<file path="config.mk">
export PLATFORM = sky130hd
export DESIGN_NAME = demux14_stream
export DESIGN_NICKNAME = d
export VERILOG_FILES = /design/src/rtl/demux14_stream.sv
export SDC_FILE = /design/constraint.sdc
export NUM_CORES = 1
export LEC_CHECK = 0
export BUFFER_PORTS_ARGS = -buffer_cell sky130_fd_sc_hd__buf_2
export CORE_MARGIN = 2
export CORE_UTILIZATION = 50
export CTS_BUF_LIST = sky130_fd_sc_hd__clkbuf_4 sky130_fd_sc_hd__clkbuf_8
export DETAILED_ROUTE_END_ITERATION = 10
export PLACE_DENSITY = 0.83
export SYNTH_ARGS = -nofsm -noshare
export SYNTH_HDL_FRONTEND = slang
export SYNTH_SLANG_ARGS = --single-unit
</file>
<file path="constraint.sdc">
create_clock -name clk -period 3.6 [get_ports clk]
set_clock_uncertainty 0.2 [all_clocks]
set_input_delay 0.36 -clock clk [delete_from_list [all_inputs] [get_ports clk]]
set_output_delay 0.36 -clock clk [all_outputs]
set_load 0.03 [all_outputs]
</file>
<file path="src/rtl/demux14_stream.sv">
// 1-to-4 stream demultiplexer: each accepted word is steered by in_sel into a
// one-deep per-channel output buffer, with saturating per-channel word counters.
module demux14_stream #(
    parameter int WIDTH = 4,
    parameter int CNT_W = 8
) (
    input  logic                 clk,
    input  logic                 rst_n,
    input  logic [WIDTH-1:0]     in_data,
    input  logic [1:0]           in_sel,
    input  logic                 in_valid,
    output logic                 in_ready,
    output logic [4*WIDTH-1:0]   out_data,
    output logic [3:0]           out_valid,
    input  logic [3:0]           out_ready,
    input  logic [1:0]           cnt_sel,
    output logic [CNT_W-1:0]     cnt_out,
    input  logic                 cnt_clr
);

    logic [3:0]       vld_q, vld_d;
    logic [WIDTH-1:0] data_q [4];
    logic [WIDTH-1:0] data_d [4];
    logic [CNT_W-1:0] cnt_q  [4];
    logic [CNT_W-1:0] cnt_d  [4];
    logic [3:0]       load;

    function automatic logic [CNT_W-1:0] sat_inc(input logic [CNT_W-1:0] v);
        return (v == {CNT_W{1'b1}}) ? v : v + CNT_W'(1);
    endfunction

    // Only the addressed channel gates acceptance, so a stalled channel never blocks the others.
    assign in_ready = !vld_q[in_sel] || out_ready[in_sel];

    always_comb begin
        load = 4'b0000;
        for (int k = 0; k < 4; k++) begin
            load[k]   = in_valid && in_ready && (in_sel == 2'(k));
            vld_d[k]  = load[k] || (vld_q[k] && !out_ready[k]);
            data_d[k] = load[k] ? in_data : data_q[k];
            if (cnt_clr)
                cnt_d[k] = '0;
            else if (load[k])
                cnt_d[k] = sat_inc(cnt_q[k]);
            else
                cnt_d[k] = cnt_q[k];
        end
    end

    always_ff @(posedge clk or negedge rst_n) begin
        if (!rst_n) begin
            vld_q <= 4'b0000;
            for (int k = 0; k < 4; k++) begin
                data_q[k] <= '0;
                cnt_q[k]  <= '0;
            end
        end else begin
            vld_q <= vld_d;
            for (int k = 0; k < 4; k++) begin
                data_q[k] <= data_d[k];
                cnt_q[k]  <= cnt_d[k];
            end
        end
    end

    always_comb begin
        out_data = '0;
        for (int k = 0; k < 4; k++)
            out_data[k*WIDTH +: WIDTH] = data_q[k];
    end

    assign out_valid = vld_q;
    assign cnt_out   = cnt_q[cnt_sel];

endmodule

</file>
* Word-level counts from Yosys, hierarchy flattened
Cells that the tools add are included.
** Cells by class
- Add/subtract/negate cells :: 4
- Multiply operators :: 0
- Div/mod/pow operators :: 0
- $lt $le $gt $ge :: 2
- Equal/unequal tests :: 11
- Shifts and indexed selects :: 0
- Multiplexer cells :: 19
- Bitwise operators :: 1
- Reductions and logical operators :: 28
** Operators by type and width (number)
- $mux W8 :: 14
- $add A8 B1 Y8 const B :: 4
- $eq A8 B8 Y1 const B :: 4
- $bmux W8 S2 :: 1
- $logic_and A1 B1 Y1 :: 9
- $ne A2 B2 Y1 const B :: 4
- $reduce_and A2 Y1 :: 4
- $reduce_bool A2 Y1 :: 4
- $logic_not A1 Y1 :: 5
- $logic_or A1 B1 Y1 :: 5
- $bmux W1 S2 :: 2
- $eq A2 B2 Y1 const B :: 2
- $ge A3 B3 Y1 const B :: 1
- $lt A2 B3 Y1 const B :: 1
- $not A2 Y3 :: 1
- $eq A2 B1 Y1 const B :: 1
- $logic_not A2 Y1 :: 1
- $mux W1 :: 2
** Word-level totals
- Register bits :: 52
- Latch bits :: 0
- Bits in writable memories :: 0
- Memory bits (read-only) :: 0
- Input bits :: 16
- Output and inout port bits :: 29
- Logic and storage cells :: 74
- Memories :: 0

* Longest topological paths before layout
Gate-level depths: netlist (run 1).
- Word-level depth :: 8
- Depth in mapped cells :: 7
- Depth with buffers taken out :: 5

* Worst setup path after synthesis (run 1)
Ideal clock, no wire load.
- Kind :: reg-to-reg
- From :: register vld_q[1], in the netlist out_valid[1]
- To :: register cnt_q[28] (netlist bit)
- Library setup time :: 0.125 ns
- Arrival time :: 1.736 ns
- Required time :: 3.275 ns
- Setup slack :: 1.540 ns
- Stages on the path, launching flop included :: 5
- Period minus slack after synthesis :: 2.060 ns
- Cell sequence :: dfrtp_1 nor2b_1 mux4_2 nor3b_1 mux2_2
** On the way
- Word-level cells in the longest chain between the ends :: 8
** Ends and longest elaborated chain
- from (decl) :: line 21 : logic [3:0] vld_q, vld_d;
- from (signal assigned) :: line 58 : vld_q <= vld_d;
- $bmux W1 S2 :: line 33 : assign in_ready = !vld_q[in_sel] || out_ready[in_sel];
- $mux W1 (implied by the code) :: line 33
- $logic_not A1 Y1 :: line 33
- $logic_or A1 B1 Y1 :: line 33
- $logic_and A1 B1 Y1 (2 in a row) :: line 38 : load[k] = in_valid && in_ready && (in_sel == 2'(k));
- $reduce_bool A2 Y1 (no source line)
- $reduce_and A2 Y1 (no source line)
- to (signal, indexed assignment) :: line 61 : cnt_q[k] <= cnt_d[k];
- to (decl) :: line 24 : logic [CNT_W-1:0] cnt_q [4];
Every way passes these cells. The select of a mux whose other input is x is not followed.
A chain may end at the register's enable or synchronous reset.

* Final worst setup path (run 1)
- From :: register vld_q[1], in the netlist out_valid[1]
- To :: output port in_ready
** On the way
- Word-level cells in the longest chain between the ends :: 4
** Ends and longest elaborated chain
- $bmux W1 S2 :: line 33
- $mux W1 (implied by the code) :: line 33
- $logic_not A1 Y1 :: line 33
- $logic_or A1 B1 Y1 :: line 33
- to (decl) :: line 12 : output logic in_ready,
Every way passes these cells. The select of a mux whose other input is x is not followed.

==> results.md, run 1 <==
| Result | Reported |
| --- | --- |
| Biggest fanout along the worst timing path | 6 |
| Result of the run | finished clean |
| Number of primary I/O pins | 45 |
| Total Neg Setup Slack | 0 ns |
| Fmax | 445 MHz |
| Cell count after synthesis | 254 |
| Violation count after the first detailed-routing iteration | 149 |
| Share of final-layout standard cells stronger than drive strength 1 | 0.302 |
| Total power consumption of the routed design | 1440 uW |
| Number of warnings issued by yosys | 0 |
| Util after Layout | 0.591 |
| Horizontal die dimension | 78.6 um |
| Wirelength, routed | 6.47 mm |
| Fillcell total | 451 |
| Sequential-to-total area share from yosys stat | 0.468 |
| Standard-cell rows | 27 |
| DRC violation count after routing | 0 |
| Slew HR | 0.486 |
| Post-CTS Setup Bufs | 0 |
| Endpoints failing hold | 0 |
| Number of buffer cells added on primary ports | 44 |
| Tcrit/Tclk final | 0.625 |
| Pin count of the biggest net entering global routing | 36 |
| DP HPWL | 4.51 mm |
| Area grow syn2layout | 15.5% |
| Vias in the first global route | 2172 |
| Number of nets with antenna violations after routing | 0 |
| Global-route wire length before repair | 10.6 mm |
| Largest voltage drop on the vdd net | 0.395 mV |
| Total inserted antenna cells | 0 |
| Overall track demand over capacity in global routing | 0.220 |
| Die H | 78.6 um |
| Clock slew seen by the registers of the worst setup and hold paths | 0.10 ns |
| Area of the core | 5440 sq um |
| Arrival time at the worst endpoint | 1.69 ns |
| Required time of the critical path | 3.04 ns |
| Number of unique standard cell types used by synthesis | 37 |
| Netlist area before placement | 2780 sq um |
| Die ar. | 6180 sq um |
| Drt pass-1 iters | 5 |
| # resized after CTS | 0 |
| Average wire per cell in the routed design | 17.6 um |
| Number of buffers created by CTS | 5 |
| Root buffer cell | sky130_fd_sc_hd__clkbuf_8 |
| Final layout net count | 314 |
| Number of failing setup endpoints in the final timing report | 0 |
| Initial Utilization | 0.512 |
| Post-synth EDFFs | 0 |
| Worst Tran Pin Value | 0.771 ns |
| Startpoint-to-endpoint class of the critical path | reg -> out |
| Count of max-cap constraint violations | 0 |
| Clk_lat worst skew | 0.31 ns |
| CTS tree | built |
| Via Count | 2292 |
| Final weighted congestion in routability-driven placement | 0.856 |
| Mean Syn Cell Area | 11.0 sq um |
| Share of flip-flops with an asynchronous set or reset | 1.00 |
| Crit. End Element | output port |
| Net count after synthesis | 274 |
| Primary flip-flop cell chosen by synthesis mapping | sky130_fd_sc_hd__dfrtp_1 |
| Kind of start point of the critical path | flop |
| Clock H-tree levels | 2 |
| Total gr overflow | 0 |
| Number of antenna violations at the first check in global routing | 0 |
| Leakage power of the design | 0.00135 uW |
| CTS Buffer Depth | 2 |
| Total power per unit cell area | 448 nW/um^2 |
| Fin crit period | 2.25 ns |
| Clk sink count | 52 |
| Path class of the lowest-slack min-delay path | in -> reg |
| Total count of max-transition violations in the final report | 0 |
| Number of vias per cell | 6.25 |
| RSZ-0062 raised after global routing | no |
| Synthesized flop and latch total | 52 |
| Hold buffer count at cts | 1 |
-- power by group --
part	switching, uW	internal [uW]
clock	197	347
sequential	24.7	627
combinational	162	81.5
-- logic make-up (layout without fill, tap and decap cells) --
family                   Yosys count  count (layout)  synth area share
AO/OA/AOI/OAI                     56              56             0.124
XOR/XNOR                           1               1           0.00315
adder cells (fa/ha/maj)            4               4            0.0180
buffers and inverters             17              58            0.0252
flip-flops                        52              52             0.468
multiplexers                      30              30             0.157
AND/OR/NAND/NOR                   94              94             0.205
-- path summary, 6_finish.rpt --
check | start | end | slack [ns] | cells past startpoint
max reg2reg | cnt_q[16] | cnt_q[23] | 1.37 | 5
min in group asynchronous | rst_n | cnt_q[27] | 0.45 | 2
min | in_data[0] | out_data[12] | 0.13 | 2
min reg2reg | out_data[10] | out_data[10] | 0.31 | 1
max in group asynchronous | rst_n | cnt_q[22] | 2.01 | 3
max | out_valid[1] | in_ready | 1.35 | 4
-- cell usage in the layout, fill, tap and decap left out, drive strengths merged, types with 2 or more instances in the layout --
cell    synthesis  layout
mux4            9       9
mux2           20      20
and3            2       2
o31ai          11      11
nand3          14      14
buf             5      45
and4            4       4
bufinv          0       3
o41ai           3       3
or4            13      13
nand3b          2       2
a21oi          24      24
or3b            3       3
nor2b           8       8
nand4           5       5
nor2            7       7
ha              4       4
o21ba           2       2
or3             9       9
dfrtp          52      52
inv             4       4
nor3b           2       2
o21ai          12      12
nand2b          6       6
clkbuf          8       5
nor3            4       4
nand2          11      11
-- per-layer routing --
metal | track usage | wire (um) | part of all wire
met1 | 0.297 | 2780 | 0.43
met2 | 0.366 | 3200 | 0.50
met3 | 0.0437 | 420 | 0.065
met4 | 0.0526 | 66 | 0.010
met5 | 0 | 0 | 0
-- Yosys cell counts, drive strengths merged (2+ instances only) --
library cell | instances | area [sq um]
nand2b | 6 | 37.5
nor2b | 8 | 50.1
o41ai | 3 | 26.3
o21ba | 2 | 20.0
nand3b | 2 | 15.0
nand2 | 11 | 41.3
clkbuf | 8 | 30.0
nand4 | 5 | 31.3
o21ai | 12 | 60.1
dfrtp | 52 | 1300
nor3 | 4 | 20.0
mux4 | 9 | 203
o31ai | 11 | 82.6
nor3b | 2 | 20.0
nand3 | 14 | 70.1
ha | 4 | 50.1
inv | 4 | 15.0
nor2 | 7 | 26.3
or4 | 13 | 97.6
mux2 | 20 | 225
buf | 5 | 25.0
or3b | 3 | 26.3
or3 | 9 | 56.3
a21oi | 24 | 120
and3 | 2 | 12.5
and4 | 4 | 35.0
-- critical path, stage by stage (launching register included) --
cell	delay, ns
sky130_fd_sc_hd__dfrtp_1	0.38
sky130_fd_sc_hd__nor2b_1	0.18
sky130_fd_sc_hd__mux4_2	0.55
sky130_fd_sc_hd__inv_1	0.08
sky130_fd_sc_hd__buf_2	0.19
-- per-stage QoR --
| step | instances | hold slack [ns] | instance area [sq um] | setup slack, ns |
|---|---|---|---|---|
| 5_1_grt | 367 | 0.136 | 3210 | 1.25 |
| 6_report | 367 | 0.130 | 3210 | 1.35 |
| 2_1_floorplan | 254 | -0.136 | 2780 | 1.54 |
| 3_3_place_gp | 358 | 0.270 | 3050 | 1.42 |
| 4_1_cts | 367 | 0.121 | 3210 | 1.34 |
| 3_5_place_dp | 358 | 0.276 | 3050 | 1.33 |
-- registers in the layout, indices dropped and copies added (netlist names) --
| name | count |
|---|---|
| cnt_q | 32 |
| out_data | 16 |
| out_valid | 4 |
-- final cells by class --
class | count | area (sq um) | share of cell area
inverters | 4 | 15.0 | 0.00467
clock buffers | 5 | 68.8 | 0.0214
clock inverters | 3 | 90.1 | 0.0280
repair buffers | 46 | 238 | 0.0740
multi-input cells | 185 | 1410 | 0.439
flip-flops and latches | 52 | 1300 | 0.405
well taps | 72 | 90.1 | 0.0280
(Power assumes the default switching activity.)
==> run 2, diff against run 1 <==
Settings changed: ABC_AREA from default to 1, PLACE_DENSITY 0.83 to 0.82.
Clock period 3.6 ns to 2.3 ns, I/O delays scaled along.
==> run 2 against run 1 <==
Compared with the run above:
- register-to-register slack worse by 0.89 ns
- setup slack worse by 1.0 ns
- wire length up 20%
- sequential share of layout area down 4.9 points
- sequential cell count unchanged
- sequential power up 66%
- non-clock buffer count up 7
- die area up 16%
- first-iteration DRC count up 140%
- synthesized cell count up 77%
- design area up 14%
- global-route usage up 0.63 points
- largest power group unchanged
==> results.md, run 2 <==
| Result | Reported | Delta |
| --- | --- | --- |
| Result of the run | finished clean | unchanged |
| Synthesized flop and latch total | 52 | unchanged |
| Area of the core | 6310 sq um | was 5440 sq um |
| Number of unique standard cell types used by synthesis | 27 | was 37 |
| Path class of the lowest-slack min-delay path | in -> reg | unchanged |
| Standard-cell rows | 29 | was 27 |
| Total gr overflow | 0 | unchanged |
| Fmax | 509 MHz |  |
| Netlist area before placement | 3250 sq um | was 2780 sq um |
| Number of vias per cell | 5.44 | was 6.25 |
| Post-Layout Cell Count | 572 | was 367 |
| Number of primary I/O pins | 45 | unchanged |
| Total count of max-transition violations in the final report | 0 | unchanged |
| Via Count | 3111 | was 2292 |
| Startpoint-to-endpoint class of the critical path | in -> out | was reg -> out |
| Final layout net count | 514 | was 314 |
| Total Neg Setup Slack | 0 ns | unchanged |
| Final cell area excluding filler cells | 3660 sq um | was 3210 sq um |
| Sequential-to-total area share from yosys stat | 0.401 | was 0.468 |
| Number of failing setup endpoints in the final timing report | 0 | unchanged |
| Leakage power of the design | 0.00184 uW | was 0.00135 uW |
| Top library cells by usage in the layout, fill and taps aside | sky130_fd_sc_hd__nand2_1 (112), sky130_fd_sc_hd__nand3_1 (88), sky130_fd_sc_hd__dfrtp_1 (52) | was sky130_fd_sc_hd__dfrtp_1 (52), sky130_fd_sc_hd__buf_2 (44), sky130_fd_sc_hd__a21oi_1 (24) |
| Number of antenna violations at the first check in global routing | 0 | unchanged |
| RSZ-0062 raised after global routing | no | unchanged |
| Initial Utilization | 0.514 | was 0.512 |
| Fraction of the mapped netlist area in adder cells | 0.0154 | was 0.0180 |
| # resized after CTS | 0 | unchanged |
| HP Start | in_data[2] | was in_data[0] |
| Worst Tran Pin Value | 0.667 ns | was 0.771 ns |
| Post-synth top area share | 0.401 | was 0.468 |
| Dominant cells by area after synthesis | sky130_fd_sc_hd__dfrtp_1 (40%), sky130_fd_sc_hd__nand3_1 (14%), sky130_fd_sc_hd__nand2_1 (13%) | was sky130_fd_sc_hd__dfrtp_1 (47%), sky130_fd_sc_hd__mux2_2 (8.1%), sky130_fd_sc_hd__mux4_2 (7.3%) |
| Fin crit period | 1.97 ns |  |
| Dominant combinational cell family by area after synthesis | simple AND/OR/NAND/NOR gates | unchanged |
| Largest voltage drop on the vdd net | 0.412 mV | was 0.395 mV |
| DP HPWL | 5.60 mm | was 4.51 mm |
| Synthesized-area fraction occupied by and/or/nand/nor cells | 0.419 | was 0.205 |
| Count of cells along the worst hold path | 3 | was 2 |
| Primary flip-flop cell chosen by synthesis mapping | sky130_fd_sc_hd__dfrtp_1 | unchanged |
| Wirelength, routed | 7.74 mm | was 6.47 mm |
| Share of final-layout standard cells stronger than drive strength 1 | 0.158 | was 0.302 |
| Pin count of the biggest net entering global routing | 53 | was 36 |
| Clk_lat worst skew | 0.31 ns | about the same |
| Number of buffers created by CTS | 5 | unchanged |
| Post-synth EDFFs | 0 | unchanged |
| Number of buffer cells added on primary ports | 44 | unchanged |
| Average wire per cell in the routed design | 13.5 um | was 17.6 um |
| Synth area leader | sky130_fd_sc_hd__dfrtp_1 | unchanged |
| Total inserted antenna cells | 0 | unchanged |
| Endpoint of the worst hold-timing path | out_data[2] | was out_data[12] |
| Total power consumption of the routed design | 2190 uW | was 1440 uW |
| CTS Buffer Depth | 2 | unchanged |
| Placed inst area | 3520 sq um | was 3050 sq um |
| Fillcell total | 577 | was 451 |
| Endpoint of the worst register-to-register path | cnt_q[18] | was cnt_q[23] |
| Xor and xnor fraction of the mapped netlist area | 0.0108 | was 0.00315 |
| Number of flip-flops under the largest register name | 32 | unchanged |
| Most flops, register | cnt_q | unchanged |
| Number of warnings issued by yosys | 0 | unchanged |
| Depth of the worst register-to-register path | 6 | was 5 |
| Global-route wire length before repair | 13.3 mm | was 10.6 mm |
| Area grow syn2layout | 12.8% | was 15.5% |
| Mean Syn Cell Area | 7.23 sq um | was 11.0 sq um |
| Number of nets with antenna violations after routing | 0 | unchanged |
| Total power per unit cell area | 599 nW/um^2 | was 448 nW/um^2 |
| Most common library cell in the layout ignoring fill and taps | sky130_fd_sc_hd__nand2_1 | was sky130_fd_sc_hd__dfrtp_1 |
| Beginning of the worst register-to-register path | cnt_q[16] | unchanged |
| Die H | 84.6 um | was 78.6 um |
| Violation count after the first detailed-routing iteration | 362 | was 149 |
| Drt pass-1 iters | 5 | unchanged |
| Net count after synthesis | 469 | was 274 |
| Clock slew seen by the registers of the worst setup and hold paths | 0.10 ns | about the same |
| Most common library cells after synthesis | sky130_fd_sc_hd__nand2_1 (112), sky130_fd_sc_hd__nand3_1 (88), sky130_fd_sc_hd__dfrtp_1 (52) | was sky130_fd_sc_hd__dfrtp_1 (52), sky130_fd_sc_hd__a21oi_1 (24), sky130_fd_sc_hd__mux2_2 (20) |
| Cell count after synthesis | 449 | was 254 |
| Synth Area in Compound Gates | 0.0821 | was 0.124 |
| Arrival time at the worst endpoint | 1.54 ns | was 1.69 ns |
| Slew HR | 0.556 | was 0.486 |
| Clock H-tree levels | 2 | unchanged |
| Kind of start point of the critical path | input port | was flop |
| Most instantiated library cell after synthesis | sky130_fd_sc_hd__nand2_1 | was sky130_fd_sc_hd__dfrtp_1 |
| Tcrit/Tclk final | 0.854 |  |
| Overall track demand over capacity in global routing | 0.226 | was 0.220 |
| Count of max-cap constraint violations | 0 | unchanged |
| Multiplexer share of the synthesized area | 0 | was 0.157 |
| CTS tree | built | unchanged |
| DRC violation count after routing | 0 | unchanged |
| Horizontal die dimension | 84.6 um | was 78.6 um |
| Share of flip-flops with an asynchronous set or reset | 1.00 | unchanged |
| Clk sink count | 52 | unchanged |
| Vias in the first global route | 2868 | was 2172 |
| Worst reg2reg setup slack | 0.48 ns | was 1.37 ns |
| Endpoints failing hold | 0 | unchanged |
| Biggest fanout along the worst timing path | 9 | was 6 |
| Final weighted congestion in routability-driven placement | 0.835 | was 0.856 |
| Crit. End Element | output port | unchanged |
| Inst Count DP | 559 | was 358 |
| Root buffer cell | sky130_fd_sc_hd__clkbuf_8 | unchanged |
| Required time of the critical path | 1.87 ns | was 3.04 ns |
| Die ar. | 7150 sq um | was 6180 sq um |
## run 2: cell types whose count changed after synthesis, moves of 16 or more
cell | previous run | this run
sky130_fd_sc_hd__nand2_1 | 11 | 112
sky130_fd_sc_hd__mux2_2 | 20 | 0
sky130_fd_sc_hd__inv_1 | 4 | 39
sky130_fd_sc_hd__o21ai_1 | 0 | 16
sky130_fd_sc_hd__nor2_1 | 7 | 46
sky130_fd_sc_hd__nand3_1 | 14 | 88
## run 2: what timing repair did
action,CTS,global route
buffers inserted,0,0
hold endpoints to repair,56,0
hold buffers,5,0
## run 2: layer usage
layer | wire length, um | track usage
met4 | 106 | 0.0649
met1 | 3500 | 0.308
met2 | 3750 | 0.374
met5 | 0 | 0
met3 | 384 | 0.0364
## run 2: worst max-delay path, cell delays in order
cell and delay [ns]:
sky130_fd_sc_hd__dlygate4sd3_1 0.54, sky130_fd_sc_hd__buf_2 0.13, sky130_fd_sc_hd__nand3_1 0.08, sky130_fd_sc_hd__nand2_2 0.07, sky130_fd_sc_hd__nor2_4 0.15, sky130_fd_sc_hd__nand2_8 0.12
sky130_fd_sc_hd__buf_2 0.20
## run 2: report_power, final
group          switching, uW  internal [uW]  total, uW
clock network            317            229        546
logic                    395            174        569
registers               71.8           1000       1080
total                    783           1410       2190
## run 2: final cells by class
class / count / area [sq um] / share of cell area
clock buffer: 6 / 76.3 / 0.0208
timing repair buffer: 53 / 300 / 0.0820
clock inverter: 2 / 16.3 / 0.00444
inverter: 42 / 158 / 0.0431
sequential: 52 / 1300 / 0.355
tap: 77 / 96.3 / 0.0263
multi-input combinational: 340 / 1710 / 0.468
## run 2: kinds of logic (layout without fill, tap and decap cells)
| logic type | after synthesis | after routing |
|---|---|---|
| simple gates | 280 | 280 |
| buf+inv | 57 | 103 |
| compound gates | 52 | 52 |
| flops | 52 | 52 |
| fa+ha+maj | 4 | 4 |
| xor+xnor | 4 | 4 |
## run 2: worst max-delay path by stage
stage / start / slack (ns) / endpoint / depth (start not counted)
after floorplan: cnt_q[21] / 0.72 / cnt_out[5] / 4
after global placement: cnt_sel[0] / 0.44 / cnt_out[3] / 6
after detailed placement: cnt_sel[0] / 0.45 / cnt_out[5] / 6
after CTS: out_ready[3] / 0.33 / in_ready / 7
after global routing: cnt_q[21] / 0.22 / cnt_out[5] / 5
final: out_ready[3] / 0.33 / in_ready / 7
## run 2: per-stage QoR
step	util	hold WS (ns)	worst slack, ns
global placement	0.557	0.189	0.442
CTS	0.580	0.00795	0.333
detailed placement	0.557	0.197	0.446
finish	0.580	0.0131	0.335
floorplan	-	-0.266	0.715
global route	0.580	0.0283	0.224
==> run 3, diff against run 2 <==
Settings changed: CORE_UTILIZATION 50 to 25, PLACE_DENSITY 0.82 to 0.52.
==> run 3 against run 2 <==
Compared with the run above:
- design area is 3.6% higher
- count of clock-buffer cells in the layout stayed put
- sequential share of layout area is 1.2 points lower
- core utilization is 28 points lower
- first-iteration DRC count is 42% lower
- clock power is 3% higher
- register-to-register slack worse by 0.04 ns
- sequential cell count stayed put
- combinational power is 1% higher
- critical endpoint is now cnt_out[5]
- largest cell class unchanged
==> results.md, run 3 (synthesized netlist as in run 2, its figures left out) <==
| Result | Reported | Delta |
| --- | --- | --- |
| Final weighted congestion in routability-driven placement | 0.875 | was 0.835 |
| Most flops, register | cnt_q | unchanged |
| Vias in the first global route | 2908 | was 2868 |
| Proportion of power drawn by combinational gates | 0.260 | about the same |
| Overall track demand over capacity in global routing | 0.126 | was 0.226 |
| Violation count after the first detailed-routing iteration | 211 | was 362 |
| Total power per unit cell area | 583 nW/um^2 | was 599 nW/um^2 |
| Family with the most delay on the worst path | compound AO/OA/AOI/OAI gates | was buffers and inverters |
| Ordered cell list for the critical path | inv_1, o21ai_0, a21oi_1, a21oi_1, buf_2 | was dlygate4sd3_1, buf_2, nand3_1, nand2_2, nor2_4, nand2_8, buf_2 |
| Busiest grt layer | met2 | unchanged |
| Worst-case hold slack | 0.00920 ns | was 0.0131 ns |
| Number of failing setup endpoints in the final timing report | 0 | unchanged |
| Fmax | 508 MHz | was 509 MHz |
| RSZ-0062 raised after global routing | no | unchanged |
| Clk network pwr share | 0.255 | was 0.249 |
| Area grow syn2layout | 16.8% | was 12.8% |
| Standard-cell rows | 41 | was 29 |
| Slew HR | 0.545 | was 0.556 |
| Share of final-layout standard cells stronger than drive strength 1 | 0.159 | was 0.158 |
| Die ar. | 13900 sq um | was 7150 sq um |
| Kind of start point of the critical path | flop | was input port |
| Worst Tran Pin Value | 0.683 ns | was 0.667 ns |
| Root buffer cell | sky130_fd_sc_hd__clkbuf_8 | unchanged |
| Util after Layout | 0.299 | was 0.580 |
| Clk_lat worst skew | 0.31 ns | about the same |
| Power dissipated by switching net loads | 790 uW | was 783 uW |
| Required time of the critical path | 1.87 ns | about the same |
| Biggest fanout along the worst timing path | 6 | was 9 |
| Count of max-cap constraint violations | 0 | unchanged |
| Slowest CP cell | sky130_fd_sc_hd__dfrtp_1 | was sky130_fd_sc_hd__dlygate4sd3_1 |
| Tcrit/Tclk final | 0.856 | was 0.854 |
| Arrival time at the worst endpoint | 1.54 ns | about the same |
| Crit. End Element | output port | unchanged |
| Largest voltage drop on the vdd net | 0.210 mV | was 0.412 mV |
| Sequential Power Share | 0.485 | was 0.491 |
| Wirelength, routed | 8.73 mm | was 7.74 mm |
| Met3 demand-to-capacity share in global routing | 0.0145 | was 0.0364 |
| Number of nets with antenna violations after routing | 0 | unchanged |
| Initial Utilization | 0.256 | was 0.514 |
| Area of the core | 12700 sq um | was 6310 sq um |
| Number of flip-flops under the largest register name | 32 | unchanged |
| Final layout net count | 515 | was 514 |
| Switching power as a share of total power | 0.357 | about the same |
| Number of vias per cell | 4.62 | was 5.44 |
| Clock slew seen by the registers of the worst setup and hold paths | 0.09 ns | was 0.10 ns |
| Most common library cell in the layout ignoring fill and taps | sky130_fd_sc_hd__nand2_1 | unchanged |
| Clock H-tree levels | 2 | unchanged |
| Total power consumption of the routed design | 2210 uW | was 2190 uW |
| Cell-internal power | 1420 uW | was 1410 uW |
| Number of buffers created by CTS | 5 | unchanged |
| CTS tree | built | unchanged |
| Total Neg Setup Slack | 0 ns | unchanged |
| Max stage delay on crit path | 0.44 ns | was 0.54 ns |
| Global-route met2 utilization | 0.221 | was 0.374 |
| Leakage power of the design | 0.00184 uW | about the same |
| Top library cells by usage in the layout, fill and taps aside | sky130_fd_sc_hd__nand2_1 (112), sky130_fd_sc_hd__nand3_1 (88), sky130_fd_sc_hd__dfrtp_1 (52) | unchanged |
| DP HPWL | 6.18 mm | was 5.60 mm |
| Met1 usage in global routing | 0.159 | was 0.308 |
| Horizontal die dimension | 118 um | was 84.6 um |
| Die H | 118 um | was 84.6 um |
| Average wire per cell in the routed design | 13.1 um | was 13.5 um |
| Result of the run | finished clean | unchanged |
| Number of antenna violations at the first check in global routing | 0 | unchanged |
| Endpoints failing hold | 0 | unchanged |
| Clk sink count | 52 | unchanged |
| WP buf/inv | 2 | was 3 |
| Drt pass-1 iters | 5 | unchanged |
| Total count of max-transition violations in the final report | 0 | unchanged |
| CTS Buffer Depth | 2 | unchanged |
| Total gr overflow | 0 | unchanged |
| DRC violation count after routing | 0 | unchanged |
| Pin count of the biggest net entering global routing | 53 | unchanged |
| Path class of the lowest-slack min-delay path | in -> reg | unchanged |
| Number of primary I/O pins | 45 | unchanged |
| Cell mode on critical path | sky130_fd_sc_hd__a21oi_1 | was sky130_fd_sc_hd__buf_2 |
| Global-route wire length before repair | 14.4 mm | was 13.3 mm |
| Fin crit period | 1.97 ns | about the same |
| Via Count | 3084 | was 3111 |
| Number of buffer cells added on primary ports | 44 | unchanged |
| Startpoint-to-endpoint class of the critical path | reg -> out | was in -> out |
| Total inserted antenna cells | 0 | unchanged |
==> run 3: cell types whose count changed in the layout (fill, tap and decap cells not counted) <==
cell                         before  now
sky130_fd_sc_hd__clkbuf_8         5    6
sky130_fd_sc_hd__clkinvlp_4       1    2
sky130_fd_sc_hd__clkbuf_4         1    0
sky130_fd_sc_hd__clkinv_4         1    0
sky130_fd_sc_hd__buf_4            4    5
==> run 3: layer usage <==
| layer | vias to the layer above | share of wire |
|---|---|---|
| met5 | - | 0 |
| met4 | 0 | 0.016 |
| met3 | 11 | 0.031 |
| met2 | 64 | 0.50 |
| met1 | 1433 | 0.45 |
| li1 | 1576 | - |
==> run 3: final timing paths <==
path,startpoint,slack (ns),end,cells after the start
worst max-delay path,cnt_q[21],0.33,cnt_out[5],5
min in group asynchronous,rst_n,0.38,out_data[0],3
max in group asynchronous,rst_n,1.07,cnt_q[0],3
worst min-delay path,in_data[3],0.009,out_data[15],3
worst max register to register,cnt_q[8],0.44,cnt_q[9],6
worst min register to register,out_data[13],0.29,out_data[13],2
==> run 3: timing repair <==
| item | in CTS | in global routing |
|---|---|---|
| endpoints found under the hold margin | 56 | 0 |
| buffers inserted | 0 | 0 |
| gates resized for setup | 0 | 0 |
| endpoints found under the setup margin | 0 | 0 |
| hold buffers | 5 | 0 |
==> run 3: cell type report <==
class | count | area (sq um)
multi-input combinational | 340 | 1710
inverter | 42 | 158
sequential | 52 | 1300
tap | 172 | 215
fill | 1382 | 8880
clock inverter | 2 | 15.0
timing repair buffer | 54 | 308
clock buffer | 6 | 82.6
==> run 3: worst min-delay path: stages <==
cell	delay, ns
sky130_fd_sc_hd__buf_2	0.07
sky130_fd_sc_hd__inv_1	0.06
sky130_fd_sc_hd__o21ai_1	0.12
==> run 3: power by group through the flow <==
stage | registers [uW] | logic [uW] | clock network, uW
2_1_floorplan | 1210 | 270 | 0
3_3_place_gp | 1090 | 566 | 0
3_5_place_dp | 1090 | 573 | 0
4_1_cts | 1080 | 581 | 586
5_1_grt | 1090 | 632 | 626
6_report | 1070 | 575 | 564
==> run 3: metrics by stage <==
stage | cells | instance area (sq um) | setup slack (ns)
6_report | 668 | 3790 | 0.331
5_1_grt | 668 | 3790 | 0.247
4_1_cts | 668 | 3790 | 0.339
3_5_place_dp | 655 | 3640 | 0.450
3_3_place_gp | 655 | 3640 | 0.455
2_1_floorplan | 449 | 3250 | 0.715
